[src/rtl/coffee_dispenser.sv]
// Dispense-side responder: accepts a held dispense request, sequences cup drop,
// water pour and optional flavour pour, then pulses dispense_done once per cup.
module coffee_dispenser #(
  parameter int CUP_CYCLES    = 4,
  parameter int POUR_CYCLES   = 8,
  parameter int FLAVOR_CYCLES = 4,
  parameter int CNT_W         = 16
) (
  input  logic             clk,
  input  logic             reset,
  input  logic             dispense,
  input  logic [2:0]       coffee_select,
  input  logic             cup_empty,
  output logic             cup_drop,
  output logic             water_valve,
  output logic [1:0]       flavor_valve,
  output logic             dispense_done,
  output logic             busy,
  output logic             fault,
  output logic             sel_err,
  output logic [CNT_W-1:0] cups_served
);

  localparam int MAX_A   = (CUP_CYCLES > POUR_CYCLES) ? CUP_CYCLES : POUR_CYCLES;
  localparam int MAX_PH  = (MAX_A > FLAVOR_CYCLES) ? MAX_A : FLAVOR_CYCLES;
  localparam int PH_W    = (MAX_PH > 1) ? $clog2(MAX_PH) : 1;

  localparam logic [PH_W-1:0] CUP_LOAD    = PH_W'(CUP_CYCLES - 1);
  localparam logic [PH_W-1:0] POUR_LOAD   = PH_W'(POUR_CYCLES - 1);
  localparam logic [PH_W-1:0] FLAVOR_LOAD = PH_W'(FLAVOR_CYCLES - 1);
  localparam logic [1:0]      SEL_PLAIN   = 2'b01;

  typedef enum logic [2:0] {
    IDLE, CUP, POUR, FLAVOR, DONE, RELEASE, FAULT
  } state_t;

  state_t            state_reg;
  logic [PH_W-1:0]   phase_cnt_reg;
  logic [1:0]        sel_reg;
  logic              cup_drop_reg;
  logic              water_valve_reg;
  logic [1:0]        flavor_valve_reg;
  logic              dispense_done_reg;
  logic              busy_reg;
  logic              fault_reg;
  logic              sel_err_reg;
  logic [CNT_W-1:0]  cups_served_reg;
  logic [CNT_W-1:0]  cups_next;

  // Bit 2 of the select carries no meaning for the mechanism.
  logic sel_bit2_unused;
  assign sel_bit2_unused = coffee_select[2];

  assign cups_next = (cups_served_reg == {CNT_W{1'b1}}) ? cups_served_reg
                                                        : cups_served_reg + CNT_W'(1);

  // Outputs are assigned alongside each transition so they reflect the state being entered.
  always_ff @(posedge clk or negedge reset) begin
    if (!reset) begin
      state_reg         <= IDLE;
      phase_cnt_reg     <= '0;
      sel_reg           <= 2'b00;
      cup_drop_reg      <= 1'b0;
      water_valve_reg   <= 1'b0;
      flavor_valve_reg  <= 2'b00;
      dispense_done_reg <= 1'b0;
      busy_reg          <= 1'b0;
      fault_reg         <= 1'b0;
      sel_err_reg       <= 1'b0;
      cups_served_reg   <= '0;
    end else begin
      cup_drop_reg      <= 1'b0;
      water_valve_reg   <= 1'b0;
      flavor_valve_reg  <= 2'b00;
      dispense_done_reg <= 1'b0;
      sel_err_reg       <= 1'b0;
      case (state_reg)
        IDLE: begin
          if (dispense) begin
            if (cup_empty) begin
              state_reg <= FAULT;
              fault_reg <= 1'b1;
              busy_reg  <= 1'b0;
            end else if (coffee_select[1:0] == 2'b00) begin
              sel_err_reg <= 1'b1;
            end else begin
              sel_reg       <= coffee_select[1:0];
              state_reg     <= CUP;
              cup_drop_reg  <= 1'b1;
              busy_reg      <= 1'b1;
              phase_cnt_reg <= CUP_LOAD;
            end
          end
        end
        CUP: begin
          if (phase_cnt_reg == '0) begin
            state_reg       <= POUR;
            water_valve_reg <= 1'b1;
            phase_cnt_reg   <= POUR_LOAD;
          end else begin
            cup_drop_reg  <= 1'b1;
            phase_cnt_reg <= phase_cnt_reg - 1'b1;
          end
        end
        POUR: begin
          if (phase_cnt_reg == '0) begin
            if (sel_reg == SEL_PLAIN) begin
              state_reg         <= DONE;
              dispense_done_reg <= 1'b1;
              cups_served_reg   <= cups_next;
            end else begin
              state_reg        <= FLAVOR;
              flavor_valve_reg <= sel_reg;
              phase_cnt_reg    <= FLAVOR_LOAD;
            end
          end else begin
            water_valve_reg <= 1'b1;
            phase_cnt_reg   <= phase_cnt_reg - 1'b1;
          end
        end
        FLAVOR: begin
          if (phase_cnt_reg == '0) begin
            state_reg         <= DONE;
            dispense_done_reg <= 1'b1;
            cups_served_reg   <= cups_next;
          end else begin
            flavor_valve_reg <= sel_reg;
            phase_cnt_reg    <= phase_cnt_reg - 1'b1;
          end
        end
        DONE: begin
          state_reg <= RELEASE;
        end
        // Hold here until the request drops so it cannot re-trigger a brew.
        RELEASE: begin
          if (!dispense) begin
            state_reg <= IDLE;
            busy_reg  <= 1'b0;
          end
        end
        FAULT: begin
          if (!cup_empty) begin
            state_reg <= IDLE;
            fault_reg <= 1'b0;
          end
        end
        default: begin
          state_reg <= IDLE;
          busy_reg  <= 1'b0;
          fault_reg <= 1'b0;
        end
      endcase
    end
  end

  assign cup_drop      = cup_drop_reg;
  assign water_valve   = water_valve_reg;
  assign flavor_valve  = flavor_valve_reg;
  assign dispense_done = dispense_done_reg;
  assign busy          = busy_reg;
  assign fault         = fault_reg;
  assign sel_err       = sel_err_reg;
  assign cups_served   = cups_served_reg;

endmodule

[config.mk]
export PLATFORM = sky130hd
export DESIGN_NAME = coffee_dispenser
export DESIGN_NICKNAME = d
export VERILOG_FILES = /design/src/rtl/coffee_dispenser.sv
export SDC_FILE = /design/constraint.sdc
export NUM_CORES = 1
export LEC_CHECK = 0
export BUFFER_PORTS_ARGS = -buffer_cell sky130_fd_sc_hd__buf_2
export CAP_MARGIN = 30
export CORE_UTILIZATION = 55
export DETAILED_ROUTE_END_ITERATION = 8
export PLACE_DENSITY = 0.77
export RECOVER_POWER = 100
export SLEW_MARGIN = 40
export SYNTH_ARGS = -nofsm -noshare
export SYNTH_HDL_FRONTEND = slang
export SYNTH_SLANG_ARGS = --single-unit
[constraint.sdc]
create_clock -name clk -period 2.35 [get_ports clk]
set_input_delay 0 -clock clk [delete_from_list [all_inputs] [get_ports clk]]
set_output_delay 0 -clock clk [all_outputs]
set_load 0.02 [all_outputs]
==> results.yml <==
run_status:
  status: "finished with violations"
  violations: "max-capacitance violations, max-slew violations"
timing:
  tightest_slew_ns: 1.69
  relSlewSlack_pct: -12.9
  final_max_slew_viol_count: 33
  setup_viol: 0
  fmax_ghz: 0.490
  fin_crit_sh_pct: 86.8
  hold_viol_final: 0
  grt_setup_unrepaired: "false"
  finClkSkew_ns: 0.00915
  fin_crit_ns: 2.04
  tns_ns: 0
setup_path:
  crit_type: "reg -> reg"
  worstPathRequired_ns: 2.55
  start_kind: "flop"
  critPathMaxFanout: 6
  cp-end-kind: "flop"
  worstPathArrival_ns: 2.24
placement:
  io_buffer_count: 29
  dp_hpwl_um: 2480
  dp_cells: 234
  gp_congestion: 0.791
logic_synthesis:
  ys_types: 53
  synth_fa_ha_area_share_pct: 2.12
  ys_warn_count: 0
  synth_edf_count: 0
  syn_inst: 166
  synth_xor_area_share_pct: 4.44
  synth-seq-cells: 32
  synth-compound-area-share_pct: 19.0
  async_flop_share_pct: 100
  syn_avg_cell_area_um2: 10.7
  synth-simple-area-share_pct: 22.0
  synth-main-ff-cell: "dfrtp_1"
  syn_nets: 176
  yosys-mux-area-fraction_pct: 3.39
  syn_area_um2: 1770
  seq_area_frac_synth_pct: 45.1
  synth_top_family_by_area: "simple AND/OR/NAND/NOR gates"
global_routing:
  grt_use_total_pct: 22.8
  antenna_found_initial: 0
  grt_pass1_vias: 1353
  grt_overflow: 0
  grt_pass1_wl_um: 6010
  grt_max_degree: 33
clocking:
  root_buffer: "clkbuf_4"
  postCtsHoldBufs: 5
  cts-buffers-inserted: 5
  ctsLongestPathBuffers: 2
  post_cts_buffers: 0
  clock-sinks: 32
  clkTransAtPathRegs_ns: 0.10
  cts_tree: "yes"
  htree_levels: 2
  ctsResizeCount: 0
  worstSkewPairLatency_ns: 0.32
power_and_ir_drop:
  power_frac_comb_pct: 36.8
  internal_power_mw: 1.07
  ir_drop_v: 0.000465
  swShare_pct: 40.4
  pwr-share-seq_pct: 45.0
  leakagePower_nw: 0.869
  cellPowerDensity_nw_per_um2: 920
  p_sw_mw: 0.729
  clkPwrFrac_pct: 18.3
detailed_routing:
  drt-initial-drc-count: 50
  vias: 1421
  wl_per_cell_um: 14.5
  drcViolationCount: 0
  dr.pass1.iters: 4
  wirelength_um: 3570
  drtAntennaViolNets: 0
  via_per_inst: 5.75
finish:
  layout_commonest_cell: "dfrtp_1"
  drive_gt1_share_pct: 11.8
  final_cells: 247
  fin_nets: 212
  ff_latch_area_um2: 801
  antennaDiodeCount: 0
  final_cell_mix: "32 x dfrtp_1, 28 x clkbuf_1, 13 x nor2_1"
  syn_to_final_growth_pct: 10.4
  largest_register_ffs: 16
  multi_input_area_um2: 851
  post-route-util_pct: 64.1
  fillerInstances: 265
floorplan:
  core_area_um2: 3050
  ios: 31
  initial_utilization_pct: 58.1
  die_area_um2: 3460
  die_x_um: 58.8
  rows: 20
  dieHeight_um: 58.8
min_path:
  hold_path.class: "in -> reg"
flow_run:
  cap_violations: 1
-- critical path, stage by stage, from the launching register on --
cell and delay [ns]:
dfrtp_1 0.37, inv_1 0.11, ha_1 0.24, and4bb_1 0.35
o21ai_4 0.14, nor2_1 0.33, mux2_1 0.37
-- through the flow --
stage | power (mW) | area [µm²] | setup slack, ns | hold slack, ns
final | 1.80 | 1960 | 0.310 | 0.0773
after global routing | 1.92 | 1960 | 0.178 | 0.0898
after CTS | 1.88 | 2050 | 0.441 | 0.0628
after detailed placement | 1.54 | 1940 | 0.455 | 0.0907
after global placement | 1.50 | 1940 | 0.508 | 0.0815
after floorplan | 1.38 | 1770 | 0.582 | -0.296
-- Yosys cell counts (all sizes together) (2+ instances only) --
library cell   n  area [µm²]
buf            6        45.0
o21ai          7        46.3
inv            6        25.0
nor2          13        63.8
nand3b         2        15.0
a21oi          9        48.8
nor2b          3        21.3
a31o           2        17.5
nand4          5        37.5
nor4           2        27.5
xnor2          2        17.5
mux2           5        60.1
nor3          11        55.1
and4           3        27.5
o2111ai        2        52.6
xor2           7        61.3
a31oi          5        31.3
a211oi         2        27.5
o31ai          4        30.0
and3           3        18.8
nand2         11        41.3
ha             3        37.5
nand3          6        30.0
dfrtp         32         801
-- power by group through the flow --
stage / clock [mW] / combinational, mW / sequential (mW)
final: 0.329 / 0.662 / 0.811
after global routing: 0.358 / 0.736 / 0.829
after CTS: 0.338 / 0.718 / 0.823
after detailed placement: 0 / 0.707 / 0.836
after global placement: 0 / 0.682 / 0.823
after floorplan: 0 / 0.567 / 0.815
-- kinds of logic after synthesis --
group	after synthesis
flip-flops	32
adder cells (fa/ha/maj)	3
XOR/XNOR	9
AO/OA/AOI/OAI	41
buffers and inverters	12
AND/OR/NAND/NOR	64
multiplexers	5
-- path summary, 6_finish.rpt --
path | startpoint | slack, ns | cells after the start | to
max | phase_cnt_reg[0]$_DFFE_PN0P_ | 0.31 | 6 | cups_served[1]$_DFFE_PN0P_
min | dispense | 0.08 | 3 | busy$_DFFE_PN0P_
min in group asynchronous | reset | 0.65 | 2 | busy$_DFFE_PN0P_
max in group asynchronous | reset | 0.72 | 2 | cups_served[3]$_DFFE_PN0P_
max reg2reg | phase_cnt_reg[0]$_DFFE_PN0P_ | 0.31 | 6 | cups_served[1]$_DFFE_PN0P_
min reg2reg | busy$_DFFE_PN0P_ | 0.52 | 1 | busy$_DFFE_PN0P_
-- area by class of cell --
cell class | count | area share (%)
Inverter | 6 | 1.28
Timing Repair Buffer | 35 | 8.56
Clock buffer | 8 | 3.00
Multi-Input combinational cell | 122 | 43.5
Sequential cell | 32 | 40.9
Tap cell | 44 | 2.81
-- per-layer routing --
layer / track usage (%) / part of all wire, %
met1: 29.0 / 47
met5: 0 / 0
met4: 5.44 / 0.22
met3: 5.93 / 3.1
met2: 39.0 / 50
Power figures use the tool's default switching activity.
